File: config.mk
export PLATFORM = sky130hd
export DESIGN_NAME = sv32_tlb_refill_walker
export DESIGN_NICKNAME = d
export VERILOG_FILES = /design/src/rtl/sv32_pkg.sv /design/src/rtl/sv32_pte_classify.sv /design/src/rtl/sv32_tlb_refill_walker.sv
export SDC_FILE = /design/constraint.sdc
export NUM_CORES = 1
export LEC_CHECK = 0
export CAP_MARGIN = 10
export CORE_MARGIN = 1
export CORE_UTILIZATION = 39
export CTS_CLUSTER_SIZE = 40
export DETAILED_ROUTE_END_ITERATION = 6
export PLACE_DENSITY = 0.77
export SYNTH_ARGS = -nofsm -noshare
export SYNTH_HDL_FRONTEND = slang
export SYNTH_SLANG_ARGS = --single-unit
File: constraint.sdc
create_clock -name clk_i -period 1.7 [get_ports clk_i]
set_input_delay 0.34 -clock clk_i [delete_from_list [all_inputs] [get_ports clk_i]]
set_output_delay 0.34 -clock clk_i [all_outputs]
set_load 0.05 [all_outputs]
File: src/rtl/sv32_pkg.sv
// Shared Sv32 types: PTE layout, TLB update word, walker states and PTE address helper.
package sv32_pkg;

    localparam int unsigned PAGE_OFFSET_W = 12;
    localparam int unsigned VPN_W         = 10;
    localparam int unsigned PTE_BYTES     = 4;
    localparam int unsigned SATP_PPN_W    = 22;
    localparam int unsigned SV32_PA_W     = 34;
    localparam int unsigned TLB_ASID_W    = 9;
    localparam int unsigned TLB_VPN_W     = 2 * VPN_W;
    localparam int unsigned TLB_UPD_W     = 63;

    typedef struct packed {
        logic [11:0] ppn1;
        logic [9:0]  ppn0;
        logic [1:0]  rsw;
        logic        d;
        logic        a;
        logic        g;
        logic        u;
        logic        x;
        logic        w;
        logic        r;
        logic        v;
    } pte_t;

    // Layout consumed by the sv32 TLB update input.
    typedef struct packed {
        logic                  valid;
        logic                  is_4m;
        logic [TLB_VPN_W-1:0]  vpn;
        logic [TLB_ASID_W-1:0] asid;
        pte_t                  pte;
    } tlb_update_t;

    typedef enum logic [2:0] {
        S_IDLE,
        S_L1_REQ,
        S_L1_WAIT,
        S_L0_REQ,
        S_L0_WAIT,
        S_DRAIN,
        S_UPDATE,
        S_FAULT
    } walk_state_e;

    // Table base page plus one word-sized slot per VPN entry; the offset never carries.
    function automatic logic [SV32_PA_W-1:0] pte_addr(input logic [SATP_PPN_W-1:0] ppn,
                                                      input logic [VPN_W-1:0]      vpn);
        return {ppn, PAGE_OFFSET_W'(0)} + SV32_PA_W'(vpn) * SV32_PA_W'(PTE_BYTES);
    endfunction

endpackage

File: src/rtl/sv32_pte_classify.sv
// Combinational PTE classifier shared by the data-side and instruction-side walkers.
module sv32_pte_classify
    import sv32_pkg::*;
(
    input  pte_t pte_i,
    input  logic level1_i,
    output logic invalid_c_o,
    output logic leaf_c_o,
    output logic misaligned_c_o
);

    logic unused_pte_bits;

    assign invalid_c_o    = !pte_i.v || (!pte_i.r && pte_i.w);
    assign leaf_c_o       = pte_i.r || pte_i.x;
    // A first-level leaf maps 4 MiB, so its low PPN must be zero.
    assign misaligned_c_o = level1_i && leaf_c_o && (pte_i.ppn0 != '0);

    assign unused_pte_bits = ^{pte_i.ppn1, pte_i.rsw, pte_i.d, pte_i.a, pte_i.g, pte_i.u};

endmodule

File: src/rtl/sv32_tlb_refill_walker.sv
// Sv32 two-level page-table walker that turns TLB misses into TLB update words or page faults.
module sv32_tlb_refill_walker
    import sv32_pkg::*;
#(
    parameter int unsigned ASID_W = 9,
    parameter int unsigned PA_W   = 34
)(
    input  logic                  clk_i,
    input  logic                  rst_i,
    input  logic                  miss_valid_i,
    output logic                  miss_ready_o,
    input  logic [31:0]           miss_vaddr_i,
    input  logic [ASID_W-1:0]     miss_asid_i,
    input  logic [SATP_PPN_W-1:0] satp_ppn_i,
    input  logic                  flush_i,
    output logic                  mem_req_valid_o,
    input  logic                  mem_req_ready_i,
    output logic [PA_W-1:0]       mem_req_addr_o,
    input  logic                  mem_rsp_valid_i,
    input  logic [31:0]           mem_rsp_data_i,
    output logic [TLB_UPD_W-1:0]  update_o,
    output logic                  fault_o,
    output logic [31:0]           fault_vaddr_o
);

    localparam int unsigned VA_W = 32;

    walk_state_e           state_q, state_d;
    logic [VA_W-1:0]       vaddr_q, vaddr_d;
    logic [ASID_W-1:0]     asid_q, asid_d;
    logic [SATP_PPN_W-1:0] satp_q, satp_d;
    logic                  req_valid_q, req_valid_d;
    logic [PA_W-1:0]       req_addr_q, req_addr_d;
    tlb_update_t           update_q, update_d;
    logic                  fault_q, fault_d;
    logic [VA_W-1:0]       fault_va_q, fault_va_d;

    pte_t rsp_pte;
    logic pte_invalid;
    logic pte_leaf;
    logic pte_misaligned;

    assign rsp_pte = pte_t'(mem_rsp_data_i);

    sv32_pte_classify u_classify (
        .pte_i          (rsp_pte),
        .level1_i       (state_q == S_L1_WAIT),
        .invalid_c_o    (pte_invalid),
        .leaf_c_o       (pte_leaf),
        .misaligned_c_o (pte_misaligned)
    );

    // Next-state and next-output logic; outputs are registered one cycle behind the decision.
    always_comb begin
        state_d     = state_q;
        vaddr_d     = vaddr_q;
        asid_d      = asid_q;
        satp_d      = satp_q;
        req_valid_d = 1'b0;
        req_addr_d  = '0;
        update_d    = '0;
        fault_d     = 1'b0;
        fault_va_d  = '0;

        case (state_q)
            S_IDLE: begin
                if (miss_valid_i && !flush_i) begin
                    vaddr_d     = miss_vaddr_i;
                    asid_d      = miss_asid_i;
                    satp_d      = satp_ppn_i;
                    state_d     = S_L1_REQ;
                    req_valid_d = 1'b1;
                    req_addr_d  = PA_W'(pte_addr(satp_ppn_i, miss_vaddr_i[31:22]));
                end
            end
            S_L1_REQ, S_L0_REQ: begin
                if (mem_req_ready_i) begin
                    // An accepted request always owes a response, even when flushed.
                    if (flush_i) begin
                        state_d = S_DRAIN;
                    end else begin
                        state_d = (state_q == S_L1_REQ) ? S_L1_WAIT : S_L0_WAIT;
                    end
                end else if (flush_i) begin
                    state_d = S_IDLE;
                end else begin
                    req_valid_d = 1'b1;
                    req_addr_d  = req_addr_q;
                end
            end
            S_L1_WAIT, S_L0_WAIT: begin
                if (flush_i) begin
                    state_d = mem_rsp_valid_i ? S_IDLE : S_DRAIN;
                end else if (mem_rsp_valid_i) begin
                    if (pte_invalid || pte_misaligned || (state_q == S_L0_WAIT && !pte_leaf)) begin
                        state_d    = S_FAULT;
                        fault_d    = 1'b1;
                        fault_va_d = vaddr_q;
                    end else if (pte_leaf) begin
                        state_d        = S_UPDATE;
                        update_d.valid = 1'b1;
                        update_d.is_4m = (state_q == S_L1_WAIT);
                        update_d.vpn   = vaddr_q[31:12];
                        update_d.asid  = TLB_ASID_W'(asid_q);
                        update_d.pte   = rsp_pte;
                    end else begin
                        state_d     = S_L0_REQ;
                        req_valid_d = 1'b1;
                        req_addr_d  = PA_W'(pte_addr({rsp_pte.ppn1, rsp_pte.ppn0}, vaddr_q[21:12]));
                    end
                end
            end
            S_DRAIN: begin
                if (mem_rsp_valid_i) begin
                    state_d = S_IDLE;
                end
            end
            S_UPDATE, S_FAULT: begin
                state_d = S_IDLE;
            end
            default: begin
                state_d = S_IDLE;
            end
        endcase
    end

    always_ff @(posedge clk_i) begin
        if (rst_i) begin
            state_q     <= S_IDLE;
            vaddr_q     <= '0;
            asid_q      <= '0;
            satp_q      <= '0;
            req_valid_q <= 1'b0;
            req_addr_q  <= '0;
            update_q    <= '0;
            fault_q     <= 1'b0;
            fault_va_q  <= '0;
        end else begin
            state_q     <= state_d;
            vaddr_q     <= vaddr_d;
            asid_q      <= asid_d;
            satp_q      <= satp_d;
            req_valid_q <= req_valid_d;
            req_addr_q  <= req_addr_d;
            update_q    <= update_d;
            fault_q     <= fault_d;
            fault_va_q  <= fault_va_d;
        end
    end

    // Ready must drop in the same cycle as a flush, so it is decoded from state and flush_i.
    assign miss_ready_o    = (state_q == S_IDLE) && !flush_i;
    assign mem_req_valid_o = req_valid_q;
    assign mem_req_addr_o  = req_addr_q;
    assign update_o        = update_q;
    assign fault_o         = fault_q;
    assign fault_vaddr_o   = fault_va_q;

endmodule

==> results of run 1 <==
==> where the power goes <==
group          internal (mW)  leakage, nW  switching [mW]
registers               4.16         1.40          0.0761
logic                  0.616         2.39           0.675
clock network           2.23        0.277            1.64
total                   7.01         4.07            2.39
==> cell families after synthesis <==
group | after synthesis | share of synthesized area
multiplexers | 1 | 0.00175
buffers and inverters | 52 | 0.0434
flip-flops | 173 | 0.606
AO/OA/AOI/OAI | 127 | 0.157
XOR/XNOR | 1 | 0.00153
AND/OR/NAND/NOR | 208 | 0.190
other | 1 | 0.000656
==> path summary, 6_finish.rpt <==
path                            slack (ps)          startpoint                  to
worst max-delay path                  -120          state_q[2]   fault_vaddr_o[22]
worst max register to register        -120          state_q[2]   fault_vaddr_o[22]
worst min-delay path                   260  mem_rsp_data_i[16]  mem_req_addr_o[18]
worst min register to register         450          vaddr_q[9]          vaddr_q[9]
==> cell type report <==
cell class	instances	area, sq um
Clock inverter	11	134
Fill cell	1043	4340
Multi-Input combinational cell	339	2490
Tap cell	180	225
Clock buffer	21	450
Timing Repair Buffer	304	2970
Antenna cell	2	5.00
Sequential cell	173	3470
Inverter	3	11.3
==> metal layers <==
layer	up-vias	global-route usage	routed length (um)
met2	217	0.374	9510
met3	38	0.0507	1280
met1	2548	0.256	7940
li1	2516	-	-
met5	-	0	0
met4	0	0.0881	418
==> sequential cells by signal, summed over array words and instances (netlist names) <==
| name | flops |
|---|---|
| update_o | 63 |
| asid_q | 9 |
| mem_req_addr_o | 32 |
| state_q | 3 |
| mem_req_valid_o | 1 |
| fault_o | 1 |
| fault_vaddr_o | 32 |
| vaddr_q | 32 |
==> cells in the mapped netlist, types with 2 or more instances <==
cell	count	area [sq um]
nand2b_1	2	12.5
nor3b_1	2	15.0
and2_1	34	213
nor3_1	5	25.0
buf_4	8	60.1
o21ai_1	2	10.0
o2bb2ai_1	32	280
nand2_1	84	315
a21oi_1	45	225
o21ai_0	3	15.0
clkbuf_1	23	86.3
nor2b_1	2	12.5
a311oi_1	3	26.3
inv_1	2	7.51
buf_2	18	90.1
a22oi_1	33	248
nor2_1	10	37.5
dfxtp_1	173	3460
and3_1	60	375
nor4_1	3	18.8
==> worst reg2reg max path, cell delays in order (launching register included) <==
cell and delay (ps):
dfxtp_2 330, buf_6 120, or3b_4 420, a31oi_4 210
o21ai_2 100, a21oi_4 150, buf_12 160, buf_16 140
and2_4 140
==> timing repair <==
action / CTS / global route
pin swaps: 4 / 52
setup buffers: 6 / 3
resized for setup: 16 / 106
gates cloned: 2 / 16
setup endpoints to repair: 49 / 130
hold buffers: 0 / 0
==> layout by cell type, fill, tap and decap left out, types with 11 or more instances in the layout <==
| cell type | instances |
|---|---|
| nand2_1 | 84 |
| a21oi_1 | 44 |
| and3_4 | 51 |
| clkbuf_16 | 26 |
| buf_12 | 14 |
| o2bb2ai_1 | 21 |
| and2_1 | 22 |
| clkdlybuf4s50_1 | 90 |
| o2bb2ai_2 | 11 |
| buf_4 | 169 |
| dfxtp_1 | 170 |
| a22oi_1 | 33 |
| and2_4 | 12 |
==> impl_metrics.tcl, run 1 <==
set metrics [dict create \
    reg2reg_depth 8 \
    power_density_nw_per_um2 963 \
    clk_latency_ps 420 \
    skew_ps 7.04 \
    layout-drive-gt1-share 0.391 \
    utilization 0.692 \
    post_dp_cell_area_sq_um 8180 \
    seq_area_frac_synth 0.606 \
    critical_path_cell_count 8 \
    grt_pass1_wl_um 24600 \
    worstPathMaxFanout 8 \
    drt-total-wl_um 19100 \
    max_stage_delay_ps 420 \
    htreeDepth 4 \
    post-place-cells 973 \
    fin_tns_setup_ps -8290 \
    fin_cells 1033 \
    layout.nets 939 \
    p_leak_nw 4.07 \
    clkSinkCount 173 \
    path_class "reg2reg" \
    setup_viol_count_final 114 \
    period_needed_ps 1820 \
    tightest_slew_ps 667 \
    violations "negative setup slack" \
    hold_ws_ps 263 \
    max_freq_ghz 0.551 \
    antenna_found_initial 0 \
    yosysWarnings 0 \
    maxSlewViolCount 0 \
    crit_path_end_kind "flip-flop" \
    grt_setup_unrepaired "true" \
    grt_max_degree 59 \
    cts_tree "yes" \
    clk_path_buf_depth 2 \
    max-slew-margin-rel 0.556 \
    ys.flop_type "dfxtp_1" \
    total_power_mw 9.40 \
    dp_hpwl_um 11200 \
    overflow 0 \
    initial_core_util 0.405 \
    core_area_sq_um 14100 \
    peakVddDrop_uv 596 \
    root_buffer "clkbuf_16" \
    ys_ff_latch 173 \
    die-area_sq_um 15100 \
    die_y_um 123 \
    async_reset_ff_frac 0 \
    drv_cap 0 \
    clk_pin_slew_ps 70 \
    cp_data_required_time_ps 2070 \
    area_growth_pct 70.7 \
    startpoint_type "flip-flop" \
    crit_path_cell_trace "buf_6, or3b_4, a31oi_4, o21ai_2, a21oi_4, buf_12, buf_16, and2_4" \
    ant_nets 0 \
    syn_area_sq_um 5710 \
    io_pins 233 \
    drt_iter0_drc 221 \
    portBuffers 230 \
    period_share 1.07 \
    dp_slack_ps -458 \
    num_rows 43 \
    syn_inst 563 \
    vias_per_cell 5.15 \
    critPathTopFamily "simple AND/OR/NAND/NOR gates" \
    hold_depth 2 \
    gp_congestion 0.771 \
    cp_num_buf_inv 3 \
    stdcell_area_sq_um 9760 \
    synth_cell_types 39 \
    drcViolationCount 0 \
    grt_use_total 0.216 \
    status "finished with violations" \
    min_path_type "in2reg" \
    vias 5319 \
    drt-wirelength-per-cell_um 18.5 \
    final_hold_viol_count 0 \
    cts_buffers 17 \
    finalWorstSetupSlack_ps -116 \
    worst_path_max_delay_cell "or3b_4" \
    synth_edf_count 0 \
    die_x_um 123 \
    syn_avg_cell_area_sq_um 10.1 \
    crit_arrival_ps 2180 \
    first_pass_iters 5 \
    grt_pass1_vias 4945 \
]
Note: power is estimated with default switching activity, not from simulation.
==> run 2, diff against run 1 <==
Settings changed: MAX_ROUTING_LAYER set to met4.
==> run 2 against run 1 <==
Compared with the run above:
- the flow still finishes with violations (negative setup slack)
- cell count is 0.19% higher
- first-iteration DRC count grew 11%
- core utilization is 0.49 points higher
- critical endpoint is now fault_vaddr_o[1]
==> impl_metrics.tcl, run 2 (synthesis results as in run 1) <==
set metrics [dict create \
    grt_setup_unrepaired "true" \
    ant_nets 0 \
    die_y_um 123 \
    first_pass_iters 4 \
    grt_max_degree 59 \
    layout-drive-gt1-share 0.399 \
    fin_cells 1035 \
    critPathTopFamily "simple AND/OR/NAND/NOR gates" \
    setup_viol_count_final 115 \
    clk_latency_ps 420 \
    vias_per_cell 5.15 \
    layout.cells.most_common "dfxtp_1" \
    drv_cap 0 \
    drt-wirelength-per-cell_um 18.8 \
    drt-total-wl_um 19400 \
    num_rows 43 \
    min_path_type "in2reg" \
    crit_arrival_ps 2200 \
    skew_ps 5.55 \
    worstPathMaxFanout 8 \
    path_class "reg2reg" \
    startpoint_type "flip-flop" \
    crit_path_end_kind "flip-flop" \
    clk_path_buf_depth 2 \
    period_share 1.07 \
    root_buffer "clkbuf_16" \
    crit_path_cell_trace "buf_6, or3b_4, a31oi_4, o21ai_2, a21oi_4, buf_12, clkbuf_16, and2_4" \
    cp_data_required_time_ps 2080 \
    dp_hpwl_um 11200 \
    period_needed_ps 1820 \
    peakVddDrop_uv 608 \
    tightest_slew_ps 674 \
    p_leak_nw 4.07 \
    die_x_um 123 \
    largest_reg_flops 63 \
    grt_use_total 0.222 \
    final_hold_viol_count 0 \
    overflow 0 \
    area_growth_pct 72.0 \
    antenna_found_initial 0 \
    drcViolationCount 0 \
    htreeDepth 4 \
    drt_iter0_drc 245 \
    total_power_mw 9.42 \
    final_cell_mix "dfxtp_1 (170), buf_4 (169), clkdlybuf4s50_1 (91)" \
    violations "negative setup slack" \
    post-place-cells 973 \
    maxSlewViolCount 0 \
    power_density_nw_per_um2 959 \
    status "finished with violations" \
    worst_path_max_delay_cell "or3b_4" \
    core_area_sq_um 14100 \
    vias 5329 \
    grt_pass1_wl_um 24600 \
    layout.nets 942 \
    die-area_sq_um 15100 \
    initial_core_util 0.405 \
    cp_num_buf_inv 3 \
    io_pins 233 \
    finalWorstSetupSlack_ps -119 \
    max_stage_delay_ps 420 \
    max-slew-margin-rel 0.550 \
    post_dp_cell_area_sq_um 8180 \
    clk_pin_slew_ps 70 \
    clkSinkCount 173 \
    grt_pass1_vias 4945 \
    gp_congestion 0.781 \
    stdcell_area_sq_um 9830 \
    portBuffers 230 \
    rrSetupSlack_ps -120 \
    cts_tree "yes" \
    cts-hold-fix-buffers 0 \
    max_freq_ghz 0.550 \
    cts_buffers 17 \
]
## run 2: cell count changes in the layout (fill, tap and decap cells not counted), sizes merged
cell | before | now
clkbuf | 30 | 32
clkdlybuf4s50 | 90 | 91
diode | 2 | 1
dlymetal6s2s | 8 | 7
nor2 | 11 | 12
## run 2: final timing paths
kind	depth (start not counted)	to	from
worst max-delay path	8	fault_vaddr_o[1]	state_q[2]
worst max register to register	8	fault_vaddr_o[1]	state_q[2]
worst min register to register	2	vaddr_q[9]	vaddr_q[9]
worst min-delay path	2	mem_req_addr_o[18]	mem_rsp_data_i[16]
## run 2: area by class of cell
class	instances	area, sq um
clock buffer	21	450
tap	180	225
multi-input combinational	340	2520
sequential	173	3470
timing repair buffer	306	3010
antenna	1	2.50
fill	1041	4270
inverter	3	11.3
clock inverter	11	134
## run 2: metrics by stage
stage | utilization | setup WS, ps | hold WS [ps] | TNS [ps]
global route | 0.697 | -149 | 249 | -12610
detailed placement | 0.580 | -458 | 442 | -60380
floorplan | - | -249 | 430 | -16160
CTS | 0.633 | -98.9 | 383 | -1940
global placement | 0.580 | -401 | 435 | -54490
finish | 0.697 | -119 | 260 | -7830
## run 2: power breakdown
group | switching (mW) | internal (mW) | total (mW)
Sequential | 0.0765 | 4.16 | 4.24
Combinational | 0.684 | 0.629 | 1.31
Clock | 1.64 | 2.23 | 3.87
Total | 2.40 | 7.02 | 9.42
## run 2: what timing repair did
action	4_1_cts	5_1_grt
setup buffers	6	3
endpoints found under the setup margin	49	130
resized for setup	16	109
cloned	2	19
pin swaps	4	55
## run 2: layer usage
| metal | GRT usage | vias up | wire length, um | share of wire |
|---|---|---|---|---|
| met1 | 0.259 | 2584 | 8330 | 0.43 |
| li1 | - | 2518 | - | - |
| met5 | - | - | 0 | 0 |
| met2 | 0.374 | 191 | 9690 | 0.50 |
| met3 | 0.0470 | 36 | 1090 | 0.056 |
| met4 | 0.0881 | 0 | 327 | 0.017 |
